**config.mk**
```make
export PLATFORM = sky130hd
export DESIGN_NAME = tanh_pwl_stream
export DESIGN_NICKNAME = d
export VERILOG_FILES = /design/src/rtl/tanh_pkg.sv /design/src/rtl/tanh_pwl_core.sv /design/src/rtl/tanh_pwl_stream.sv
export SDC_FILE = /design/constraint.sdc
export NUM_CORES = 1
export LEC_CHECK = 0
export CAP_MARGIN = 25
export CORE_ASPECT_RATIO = 1.1
export CORE_MARGIN = 8
export CORE_UTILIZATION = 44
export CTS_BUF_LIST = sky130_fd_sc_hd__clkbuf_2
export DETAILED_ROUTE_END_ITERATION = 8
export PLACE_DENSITY = 0.66
export SLEW_MARGIN = 10
export SYNTH_ARGS = -nofsm -noshare
export SYNTH_HDL_FRONTEND = slang
export SYNTH_SLANG_ARGS = --single-unit
```
**constraint.sdc**
```tcl
create_clock -name clk -period 1.85 [get_ports clk]
set_input_delay 0.4625 -clock clk [delete_from_list [all_inputs] [get_ports clk]]
set_output_delay 0.4625 -clock clk [all_outputs]
set_load 0.01 [all_outputs]
```
**src/rtl/tanh_pkg.sv**
```systemverilog
// Shared types and fixed-point constants for the piecewise-linear tanh datapath.
// Constants are returned as raw integers scaled by 2^frac_w.
package tanh_pkg;

  typedef enum logic [2:0] {
    SEG_LIN,
    SEG_1,
    SEG_2,
    SEG_3,
    SEG_SAT
  } seg_e;

  localparam logic MODE_EXACT  = 1'b0;
  localparam logic MODE_APPROX = 1'b1;

  // Segment thresholds: 0.5, 1.0, 2.0, 3.0
  function automatic int unsigned thr_half(input int unsigned frac_w);
    return 32'd1 << (frac_w - 32'd1);
  endfunction

  function automatic int unsigned thr_one(input int unsigned frac_w);
    return 32'd1 << frac_w;
  endfunction

  function automatic int unsigned thr_two(input int unsigned frac_w);
    return 32'd2 << frac_w;
  endfunction

  function automatic int unsigned thr_three(input int unsigned frac_w);
    return 32'd3 << frac_w;
  endfunction

  // Segment offsets: 0.25, 0.625, 0.75, and the largest magnitude below 1.0
  function automatic int unsigned off_quarter(input int unsigned frac_w);
    return (32'd1 << frac_w) / 32'd4;
  endfunction

  function automatic int unsigned off_five_eighths(input int unsigned frac_w);
    return (32'd5 << frac_w) / 32'd8;
  endfunction

  function automatic int unsigned off_three_quarters(input int unsigned frac_w);
    return (32'd3 << frac_w) / 32'd4;
  endfunction

  function automatic int unsigned sat_mag(input int unsigned frac_w);
    return (32'd1 << frac_w) - 32'd1;
  endfunction

endpackage

```
**src/rtl/tanh_pwl_core.sv**
```systemverilog
// Combinational segment math: maps |x| and its segment to the tanh magnitude.
// Kept standalone so the sigmoid block can share it.
module tanh_pwl_core
  import tanh_pkg::*;
#(
  parameter int unsigned DATA_W = 8,
  parameter int unsigned FRAC_W = 4
) (
  input  logic [DATA_W-1:0] a_i,
  input  seg_e              seg_i,
  output logic [DATA_W-1:0] m_o
);

  localparam logic [DATA_W-1:0] OffQuarter = DATA_W'(off_quarter(FRAC_W));
  localparam logic [DATA_W-1:0] OffFive8   = DATA_W'(off_five_eighths(FRAC_W));
  localparam logic [DATA_W-1:0] OffThree4  = DATA_W'(off_three_quarters(FRAC_W));
  localparam logic [DATA_W-1:0] SatMag     = DATA_W'(sat_mag(FRAC_W));

  always_comb begin
    m_o = '0;
    unique case (seg_i)
      SEG_LIN: m_o = a_i;
      SEG_1:   m_o = (a_i >> 1) + OffQuarter;
      SEG_2:   m_o = (a_i >> 3) + OffFive8;
      SEG_3:   m_o = (a_i >> 4) + OffThree4;
      SEG_SAT: m_o = SatMag;
      default: m_o = '0;
    endcase
  end

endmodule

```
**src/rtl/tanh_pwl_stream.sv**
```systemverilog
// Three-stage streaming tanh unit: sign/abs/segment, PWL magnitude, truncate/negate.
// All stages advance together on a single enable; also counts consumed saturated results.
module tanh_pwl_stream
  import tanh_pkg::*;
#(
  parameter int unsigned DATA_W     = 8,
  parameter int unsigned FRAC_W     = 4,
  parameter int unsigned APPROX_LSB = 1,
  parameter int unsigned ID_W       = 4,
  parameter int unsigned CNT_W      = 16
) (
  input  logic              clk,
  input  logic              rst_n,
  input  logic              in_valid_i,
  output logic              in_ready_o,
  input  logic [DATA_W-1:0] in_data_i,
  input  logic [ID_W-1:0]   in_id_i,
  input  logic              in_mode_i,
  output logic              out_valid_o,
  input  logic              out_ready_i,
  output logic [DATA_W-1:0] out_data_o,
  output logic [ID_W-1:0]   out_id_o,
  output logic              out_sat_o,
  input  logic              cnt_clr_i,
  output logic [CNT_W-1:0]  sat_cnt_o
);

  localparam logic [DATA_W-1:0] ThrHalf  = DATA_W'(thr_half(FRAC_W));
  localparam logic [DATA_W-1:0] ThrOne   = DATA_W'(thr_one(FRAC_W));
  localparam logic [DATA_W-1:0] ThrTwo   = DATA_W'(thr_two(FRAC_W));
  localparam logic [DATA_W-1:0] ThrThree = DATA_W'(thr_three(FRAC_W));
  localparam logic [DATA_W-1:0] KeepMask = {DATA_W{1'b1}} << APPROX_LSB;

  // Stage 1 registers
  logic              s1_valid_q, s1_valid_d;
  logic              s1_neg_q, s1_neg_d;
  logic [DATA_W-1:0] s1_abs_q, s1_abs_d;
  seg_e              s1_seg_q, s1_seg_d;
  logic              s1_mode_q, s1_mode_d;
  logic [ID_W-1:0]   s1_id_q, s1_id_d;
  logic              s1_sat_q, s1_sat_d;

  // Stage 2 registers
  logic              s2_valid_q, s2_valid_d;
  logic              s2_neg_q, s2_neg_d;
  logic [DATA_W-1:0] s2_mag_q, s2_mag_d;
  logic              s2_mode_q, s2_mode_d;
  logic [ID_W-1:0]   s2_id_q, s2_id_d;
  logic              s2_sat_q, s2_sat_d;

  // Output stage registers
  logic              out_valid_q, out_valid_d;
  logic [DATA_W-1:0] out_data_q, out_data_d;
  logic [ID_W-1:0]   out_id_q, out_id_d;
  logic              out_sat_q, out_sat_d;

  logic [CNT_W-1:0]  cnt_q, cnt_d;

  logic              en;
  logic              x_neg;
  logic [DATA_W-1:0] x_abs;
  seg_e              x_seg;
  logic [DATA_W-1:0] core_mag;
  logic [DATA_W-1:0] mag_trunc;

  assign en         = !out_valid_q || out_ready_i;
  assign in_ready_o = en;

  // Unsigned abs: the most-negative input maps to 2^(DATA_W-1) without overflow.
  always_comb begin
    x_neg = in_data_i[DATA_W-1];
    x_abs = x_neg ? (~in_data_i + DATA_W'(1)) : in_data_i;
    if (x_abs < ThrHalf) begin
      x_seg = SEG_LIN;
    end else if (x_abs < ThrOne) begin
      x_seg = SEG_1;
    end else if (x_abs < ThrTwo) begin
      x_seg = SEG_2;
    end else if (x_abs < ThrThree) begin
      x_seg = SEG_3;
    end else begin
      x_seg = SEG_SAT;
    end
  end

  tanh_pwl_core #(
    .DATA_W(DATA_W),
    .FRAC_W(FRAC_W)
  ) u_core (
    .a_i  (s1_abs_q),
    .seg_i(s1_seg_q),
    .m_o  (core_mag)
  );

  // Truncation happens on the magnitude so negative results stay symmetric.
  always_comb begin
    mag_trunc = (s2_mode_q == MODE_APPROX) ? (s2_mag_q & KeepMask) : s2_mag_q;
  end

  always_comb begin
    s1_valid_d  = s1_valid_q;
    s1_neg_d    = s1_neg_q;
    s1_abs_d    = s1_abs_q;
    s1_seg_d    = s1_seg_q;
    s1_mode_d   = s1_mode_q;
    s1_id_d     = s1_id_q;
    s1_sat_d    = s1_sat_q;
    s2_valid_d  = s2_valid_q;
    s2_neg_d    = s2_neg_q;
    s2_mag_d    = s2_mag_q;
    s2_mode_d   = s2_mode_q;
    s2_id_d     = s2_id_q;
    s2_sat_d    = s2_sat_q;
    out_valid_d = out_valid_q;
    out_data_d  = out_data_q;
    out_id_d    = out_id_q;
    out_sat_d   = out_sat_q;
    if (en) begin
      s1_valid_d  = in_valid_i;
      s1_neg_d    = x_neg;
      s1_abs_d    = x_abs;
      s1_seg_d    = x_seg;
      s1_mode_d   = in_mode_i;
      s1_id_d     = in_id_i;
      s1_sat_d    = (x_abs >= ThrThree);
      s2_valid_d  = s1_valid_q;
      s2_neg_d    = s1_neg_q;
      s2_mag_d    = core_mag;
      s2_mode_d   = s1_mode_q;
      s2_id_d     = s1_id_q;
      s2_sat_d    = s1_sat_q;
      out_valid_d = s2_valid_q;
      out_data_d  = s2_neg_q ? (~mag_trunc + DATA_W'(1)) : mag_trunc;
      out_id_d    = s2_id_q;
      out_sat_d   = s2_sat_q;
    end
  end

  // Clear takes priority; the count sticks at all-ones instead of wrapping.
  always_comb begin
    cnt_d = cnt_q;
    if (cnt_clr_i) begin
      cnt_d = '0;
    end else if (out_valid_q && out_ready_i && out_sat_q && (cnt_q != {CNT_W{1'b1}})) begin
      cnt_d = cnt_q + CNT_W'(1);
    end
  end

  always_ff @(posedge clk or negedge rst_n) begin
    if (!rst_n) begin
      s1_valid_q  <= 1'b0;
      s1_neg_q    <= 1'b0;
      s1_abs_q    <= '0;
      s1_seg_q    <= SEG_LIN;
      s1_mode_q   <= MODE_EXACT;
      s1_id_q     <= '0;
      s1_sat_q    <= 1'b0;
      s2_valid_q  <= 1'b0;
      s2_neg_q    <= 1'b0;
      s2_mag_q    <= '0;
      s2_mode_q   <= MODE_EXACT;
      s2_id_q     <= '0;
      s2_sat_q    <= 1'b0;
      out_valid_q <= 1'b0;
      out_data_q  <= '0;
      out_id_q    <= '0;
      out_sat_q   <= 1'b0;
      cnt_q       <= '0;
    end else begin
      s1_valid_q  <= s1_valid_d;
      s1_neg_q    <= s1_neg_d;
      s1_abs_q    <= s1_abs_d;
      s1_seg_q    <= s1_seg_d;
      s1_mode_q   <= s1_mode_d;
      s1_id_q     <= s1_id_d;
      s1_sat_q    <= s1_sat_d;
      s2_valid_q  <= s2_valid_d;
      s2_neg_q    <= s2_neg_d;
      s2_mag_q    <= s2_mag_d;
      s2_mode_q   <= s2_mode_d;
      s2_id_q     <= s2_id_d;
      s2_sat_q    <= s2_sat_d;
      out_valid_q <= out_valid_d;
      out_data_q  <= out_data_d;
      out_id_q    <= out_id_d;
      out_sat_q   <= out_sat_d;
      cnt_q       <= cnt_d;
    end
  end

  assign out_valid_o = out_valid_q;
  assign out_data_o  = out_data_q;
  assign out_id_o    = out_id_q;
  assign out_sat_o   = out_sat_q;
  assign sat_cnt_o   = cnt_q;

endmodule

```
==> metrics.md, run 1 <==
| Metric | Value |
|---|---|
| IO Port Bufs | `48` |
| Boundary pin count | `49` |
| Post-synthesis simple-gate area fraction | `24.8%` |
| Clk buf depth | `2` |
| Routed WL per cell | `around 13 µm` |
| Dpl cells | `566` |
| Final Util | `between 50% and 60%` |
| Worst Tran Pin Value | `0.541 ns` |
| Grt total ovfl | `0` |
| Crit. End Element | `flip-flop` |
| Ys Warns | `0` |
| Setup violators final | `0` |
| CP required | `2.25 ns` |
| Clock power frac | `14.2%` |
| Post-synth cell types | `53` |
| First-pass GRT wire length | `about 13000 µm` |
| Area Growth Syn to Fin | `28.0%` |
| MaxCap Viol Count | `0` |
| Comb power frac | `38.0%` |
| Diodes inserted | `0` |
| Worst path max stage delay | `between 0.4 and 0.5 ns` |
| Clock slew at reported path FFs | `0.17 ns` |
| Number of DRC markers in iteration 0 | `120` |
| Slew margin rel. | `63.9%` |
| Post-DRT Antenna Nets | `0` |
| WL final | `7840 µm` |
| # DRC | `0` |
| Worst reg-to-reg path cell count | `7` |
| Crit path from | `sat_cnt_o[1]$_DFFE_PN0P_` |
| Cell internal pwr | `2.74 mW` |
| Min Tclk post-route | `1.78 ns` |
| Final Hold Fails | `0` |
| Multi-input gate area | `about 1800 µm²` |
| DIE AREA | `11100 µm²` |
| Status | `complete, no violations` |
| CTS tree | `built` |
| Setup TNS | `0 ns` |
| CP endpoint | `sat_cnt_o[7]$_DFFE_PN0P_` |
| Most frequent CP cell | `buf_4` |
| GP Congestion | `0.843` |
| #FFs+latches synth | `65` |
| Async SR Flop Fraction | `100%` |
| GRT met1 Usage | `17.3%` |
| Gate Count Post-Synth | `407` |
| R2R Setup Slk | `~0.071 ns` |
| Busiest grt layer | `met2` |
| DR vias/cell | `5.12` |
| Area after DPL | `between 4000 and 5000 µm²` |
| Critical R2R Capture | `sat_cnt_o[7]$_DFFE_PN0P_` |
| Rows | `34` |
| Final Max Tran Viols | `0` |
| Mux contribution to synthesized area | `1.46%` |
| Die Ht | `around 110 µm` |
| F_max | `562 MHz` |
| CORE AREA | `7830 µm²` |
| Grt met2 use | `25.3%` |
| Overall routing resource usage | `14.8%` |
| Layout Nets | `519` |
| Sw Share | `37.7%` |
| Number of global-route vias before repair | `3011` |
| Clk_skew | `0.0245 ns` |
| Register area | `around 1600 µm²` |
| Met3 global-route usage | `between 3 and 4%` |
| Initial Util | `~45%` |
| Post-DP HPWL | `5440 µm` |
| Worst EP arrival | `2.18 ns` |
| Setup Crit Path Kind | `flip-flop to flip-flop` |
| Delay-heaviest family, CP | `simple AND/OR/NAND/NOR gates` |
| Num CTS Buffers | `9` |
| Root Buffer | `clkbuf_2` |
| Worst Path Max Fanout | `9` |
| Worst reg2reg startpoint | `sat_cnt_o[1]$_DFFE_PN0P_` |
| Initial antenna violation count | `0` |
| Syn nets | `433` |
| P_sw | `1.66 mW` |
| Most frequent cells in the layout | `nand2_1, dfrtp_1, buf_4` |
| Post-synthesis sequential area ratio | `46.2%` |
| Compound-Gate Fraction of Synth Area | `14.5%` |
| Layout cell share with drive strength beyond 1 | `16.5%` |
| Post-Layout Cell Count | `between 600 and 700` |
| Fillers | `769` |
| Critical-path cell list | `buf_4 -> ha_1 -> nand4_1 -> nor4_2 -> buf_4 -> or4_1 -> a21oi_1` |
| Final instance area | `4510 µm²` |
| Vias | `3093` |
| Leakage power | `2.10 nW` |
| Critical path launch point type | `flip-flop` |
| CP max-delay cell | `dfrtp_1` |
| CP Depth | `7` |
| Syn Area/Cell | `8.65 µm²` |
| Adder-Cell Fraction of Synth Area | `2.84%` |
| Mapped Area | `between 3000 and 4000 µm²` |
| EDFF count, synth | `0` |
| Post-synthesis xor/xnor area fraction | `6.22%` |
| Maximum number of pins on one net before global-route repair | `66` |
| DR pass1 iterations | `4` |
| Seq pwr share | `47.8%` |
| Tcrit/Tclk final | `96.1%` |
| Largest family of logic cells by synthesized area | `simple AND/OR/NAND/NOR gates` |
| Most common cell after layout, fill and taps aside | `nand2_1` |
| Worst skew pair latency | `approximately 0.47 ns` |
| CTS sink cnt | `65` |
| Peak VDD IR | `325 µV` |
| Worst path bufs/invs | `2` |
| Worst hold path class | `flip-flop to flip-flop` |
| H-Tree Level Count | `3` |
| Post-synth top flop | `dfrtp_1` |
| Cell Pwr Density | `975 nW/µm²` |
| Die W | `101 µm` |
## stage by stage
step,worst slack (ns),power (mW),hold slack (ns)
2_1_floorplan,-0.0144,3.14,0.167
3_3_place_gp,-0.586,3.81,0.445
3_5_place_dp,-0.630,3.85,0.455
4_1_cts,0.0135,4.46,0.434
5_1_grt,-0.00140,4.79,0.420
6_report,0.0715,4.39,0.462
## metal layers
metal,up-vias,share of wire (%)
met3,10,4.3
met5,-,0
met2,60,49
met4,0,1.5
met1,1455,45
li1,1568,-
## worst reg2reg max path, stage by stage, from the launching register on
cell	delay, ns
dfrtp_1	0.42
buf_4	0.15
ha_1	0.24
nand4_1	0.16
nor4_2	0.05
buf_4	0.16
or4_1	0.39
a21oi_1	0.15
## cell families (layout without fill, tap and decap cells)
| group | after synthesis | after routing |
|---|---|---|
| buffers and inverters | 33 | 122 |
| XOR/XNOR | 25 | 25 |
| multiplexers | 5 | 5 |
| AO/OA/AOI/OAI | 79 | 79 |
| AND/OR/NAND/NOR | 192 | 192 |
| adder cells (fa/ha/maj) | 8 | 8 |
| flip-flops | 65 | 65 |
## synth_stat cells (5+ instances only)
master	number	area [µm²]
nand2_1	99	372
dfrtp_1	65	1630
nor2_1	35	131
o21ai_0	30	150
a21oi_1	19	95.1
clkbuf_1	15	56.3
xnor2_1	15	131
nor3_1	12	60.1
xor2_1	10	87.6
nand3_1	9	45.0
ha_1	8	100
inv_1	8	30.0
a211oi_1	6	45.0
nand2b_1	6	37.5
buf_1	5	18.8
o31ai_1	5	37.5
## repair_timing
action / in CTS / in global routing
gates resized for setup: 40 / 4
hold endpoints to repair: 65 / 0
pin swaps: 4 / 1
setup buffers: 22 / 1
endpoints found under the setup margin: 35 / 6
hold buffers: 1 / 0
## how the worst min path moves through the flow
stage	endpoint	start	slack, ns	depth (start not counted)
5_1_grt	s1_abs_q[0]$_DFFE_PN0P_	in_data_i[0]	0.42	3
6_report	s2_id_q[1]$_DFFE_PN0P_	s1_id_q[1]$_DFFE_PN0P_	0.46	2
3_3_place_gp	s2_valid_q$_DFFE_PN0P_	s2_valid_q$_DFFE_PN0P_	0.44	2
4_1_cts	s1_abs_q[0]$_DFFE_PN0P_	in_data_i[0]	0.43	3
3_5_place_dp	out_id_o[2]$_DFFE_PN0P_	out_id_o[2]$_DFFE_PN0P_	0.46	2
2_1_floorplan	out_data_o[0]$_DFFE_PN0P_	rst_n	0.17	0
## final cells by class
class                   count  share of cell area (%)
multi-input cells         309                    39.7
flip-flops and latches     65                    36.1
well taps                 108                    3.00
repair buffers             99                    18.5
clock buffers               9                   0.999
inverters                   9                    1.14
clock inverters             5                   0.555
## sequential cells by signal (all words and copies together), names as in the netlist
name,count
out_valid_o,1
s2_mode_q,1
s1_sat_q,1
s2_valid_q,1
s1_id_q,4
s2_neg_q,1
s1_abs_q,8
out_sat_o,1
s2_sat_q,1
out_data_o,8
s1_mode_q,1
out_id_o,4
s1_seg_q,3
s1_valid_q,1
s2_mag_q,8
sat_cnt_o,16
s1_neg_q,1
s2_id_q,4
## power by group through the flow
stage                     sequential (mW)  combinational, mW  clock, mW
final                                2.10               1.67      0.625
after global routing                 2.17               1.91      0.714
after CTS                            2.10               1.69      0.658
after detailed placement             2.16               1.69          0
after global placement               2.15               1.66          0
after floorplan                      2.13               1.01          0
Note: power is estimated with default switching activity, not from simulation.
==> run 2, diff against run 1 <==
--- a/config.mk
+++ b/config.mk
@@ -12,6 +12,7 @@
 export CTS_BUF_LIST = sky130_fd_sc_hd__clkbuf_2
 export DETAILED_ROUTE_END_ITERATION = 8
 export PLACE_DENSITY = 0.66
+export REMOVE_ABC_BUFFERS = 1
 export SLEW_MARGIN = 10
 export SYNTH_ARGS = -nofsm -noshare
 export SYNTH_HDL_FRONTEND = slang
==> run 2 against run 1 <==
Net effect: hold slack got worse by 0.052 ns; critical path type is now input pin to flip-flop; design area shrank 1.1%; power rose by 5.0%; largest cell class unchanged.
==> metrics.md, run 2 (synthesis results as in run 1) <==
| Metric | Value |
|---|---|
| Worst Path Max Fanout | `3` |
| Most common cell after layout, fill and taps aside | `nand2_1` |
| F_max | `572 MHz` |
| Layout Nets | `just over 500` |
| IO Port Bufs | `48` |
| CTS sink cnt | `65` |
| Number of global-route vias before repair | `between 2000 and 3000` |
| Crit. End Element | `flip-flop` |
| Power, Total | `4.61 mW` |
| Delay-heaviest family, CP | `simple AND/OR/NAND/NOR gates` |
| Area after DPL | `between 4000 and 5000 µm²` |
| CORE AREA | `7830 µm²` |
| WL final | `between 7000 and 8000 µm` |
| Worst Tran Pin Value | `0.519 ns` |
| Final instance area | `4460 µm²` |
| Leakage power | `2.08 nW` |
| Most frequent cells in the layout | `nand2_1, dfrtp_1, buf_4` |
| Post-Layout Cell Count | `about 600` |
| Number of DRC markers in iteration 0 | `approximately 210` |
| Clk_skew | `between 0.02 and 0.03 ns` |
| Setup violators final | `0` |
| Post-DRT Antenna Nets | `0` |
| Cell Pwr Density | `1030 nW/µm²` |
| Min Tclk post-route | `1.75 ns` |
| RSZ-0062 raised after global routing | `true` |
| Hold_sp | `in_data_i[0]` |
| Worst skew pair latency | `0.49 ns` |
| Final Max Tran Viols | `0` |
| Overall routing resource usage | `15.0%` |
| First-pass GRT wire length | `13400 µm` |
| Vias | `about 3000` |
| Dpl cells | `563` |
| DR vias/cell | `5.12` |
| Maximum number of pins on one net before global-route repair | `66` |
| Rows | `34` |
| MaxCap Viol Count | `0` |
| Setup Crit Path Kind | `input pin to flip-flop` |
| # DRC | `0` |
| Area Growth Syn to Fin | `26.7%` |
| Boundary pin count | `49` |
| DIE AREA | `11100 µm²` |
| Grt total ovfl | `0` |
| Worst path max stage delay | `0.38 ns` |
| Worst path bufs/invs | `2` |
| Register area | `between 1500 and 2000 µm²` |
| Multi-input gate area | `between 1500 and 2000 µm²` |
| Layout cell share with drive strength beyond 1 | `around 15%` |
| Worst hold path class | `input pin to flip-flop` |
| Num CTS Buffers | `9` |
| Initial antenna violation count | `1` |
| Max FFs per register | `16` |
| CP required | `between 2 and 2.5 ns` |
| Peak VDD IR | `between 400 and 500 µV` |
| Initial Util | `around 45%` |
| CTS tree | `built` |
| Die Ht | `110 µm` |
| Crit path from | `in_data_i[0]` |
| Routed WL per cell | `13.0 µm` |
| Clk buf depth | `2` |
| Critical-path cell list | `dlygate4sd2_1 -> inv_1 -> ha_2 -> or3b_4 -> or2_4 -> o311ai_4 -> a21o_1 -> o21ai_0` |
| Final Hold Fails | `0` |
| Slew margin rel. | `65.4%` |
| Clock slew at reported path FFs | `0.19 ns` |
| CP max-delay cell | `or3b_4` |
| GP Congestion | `0.881` |
| DR pass1 iterations | `5` |
| H-Tree Level Count | `3` |
| Tcrit/Tclk final | `between 90% and 100%` |
| Critical path launch point type | `input pin` |
| Post-DP HPWL | `5420 µm` |
| Fillers | `766` |
| Status | `complete, no violations` |
| Root Buffer | `clkbuf_2` |
| Worst reg2reg startpoint | `sat_cnt_o[1]$_DFFE_PN0P_` |
| Worst EP arrival | `2.13 ns` |
| Die W | `101 µm` |
[run 2: changes by cell type in the layout (fill, tap and decap cells not counted), sizes merged]
| cell | before | now |
|---|---|---|
| buf | 52 | 44 |
| bufinv | 0 | 1 |
| clkdlybuf4s15 | 1 | 2 |
| diode | 0 | 1 |
| dlygate4sd2 | 32 | 31 |
| inv | 8 | 9 |
[run 2: area by class of cell]
cell class              count  area share, %
repair buffers             91           17.3
clock buffers               9           1.01
diodes                      1         0.0561
well taps                 108           3.03
clock inverters             7           1.80
multi-input cells         309           39.5
inverters                   9          0.785
flip-flops and latches     65           36.5
[run 2: worst paths after layout]
check                                       endpoint  slack, ns  cells past startpoint
max                             s1_sat_q$_DFFE_PN0P_       0.10                      8
min                          s1_abs_q[0]$_DFFE_PN0P_       0.41                      3
max reg2reg                 sat_cnt_o[7]$_DFFE_PN0P_       0.11                      7
min reg2reg                   s2_id_q[1]$_DFFE_PN0P_       0.48                      2
max in group asynchronous  out_data_o[2]$_DFFE_PN0P_       1.08                      3
min in group asynchronous    s1_abs_q[7]$_DFFE_PN0P_       0.47                      3
[run 2: layer usage]
layer | GRT usage, % | part of all wire (%) | vias up
li1 | - | - | 1554
met1 | 18.9 | 46 | 1421
met2 | 24.0 | 47 | 81
met3 | 3.55 | 5.2 | 10
met4 | 6.92 | 1.8 | 0
met5 | 0 | 0 | -
[run 2: report_power, final]
part	internal (mW)	total (mW)	switching, mW
combinational	0.752	1.60	0.849
sequential	1.80	2.11	0.312
clock	0.326	0.897	0.571
total	2.88	4.61	1.73
[run 2: repair_timing]
| action | CTS | global route |
|---|---|---|
| resized for setup | 42 | 2 |
| pin swaps | 3 | 0 |
| hold buffers | 1 | 0 |
| hold endpoints to repair | 65 | 0 |
| buffers inserted | 18 | 0 |
| setup endpoints to repair | 34 | 4 |
[run 2: per-stage QoR]
step	TNS, ns	utilization [%]	hold WS [ns]	setup WS, ns
floorplan	-96.56	-	0.167	-2.55
global placement	-9.05	54.0	0.443	-0.517
detailed placement	-10.57	54.0	0.446	-0.595
CTS	0	56.9	0.374	0.0196
global route	-0.0646	57.0	0.370	-0.0400
finish	0	57.0	0.410	0.101
[run 2: worst reg2reg max path: cells and delay by family, from the launching register on]
family,cells,cell delay [ns]
simple gates,3,0.61
flops,1,0.42
buf+inv,2,0.30
fa+ha+maj,1,0.23
compound gates,1,0.15
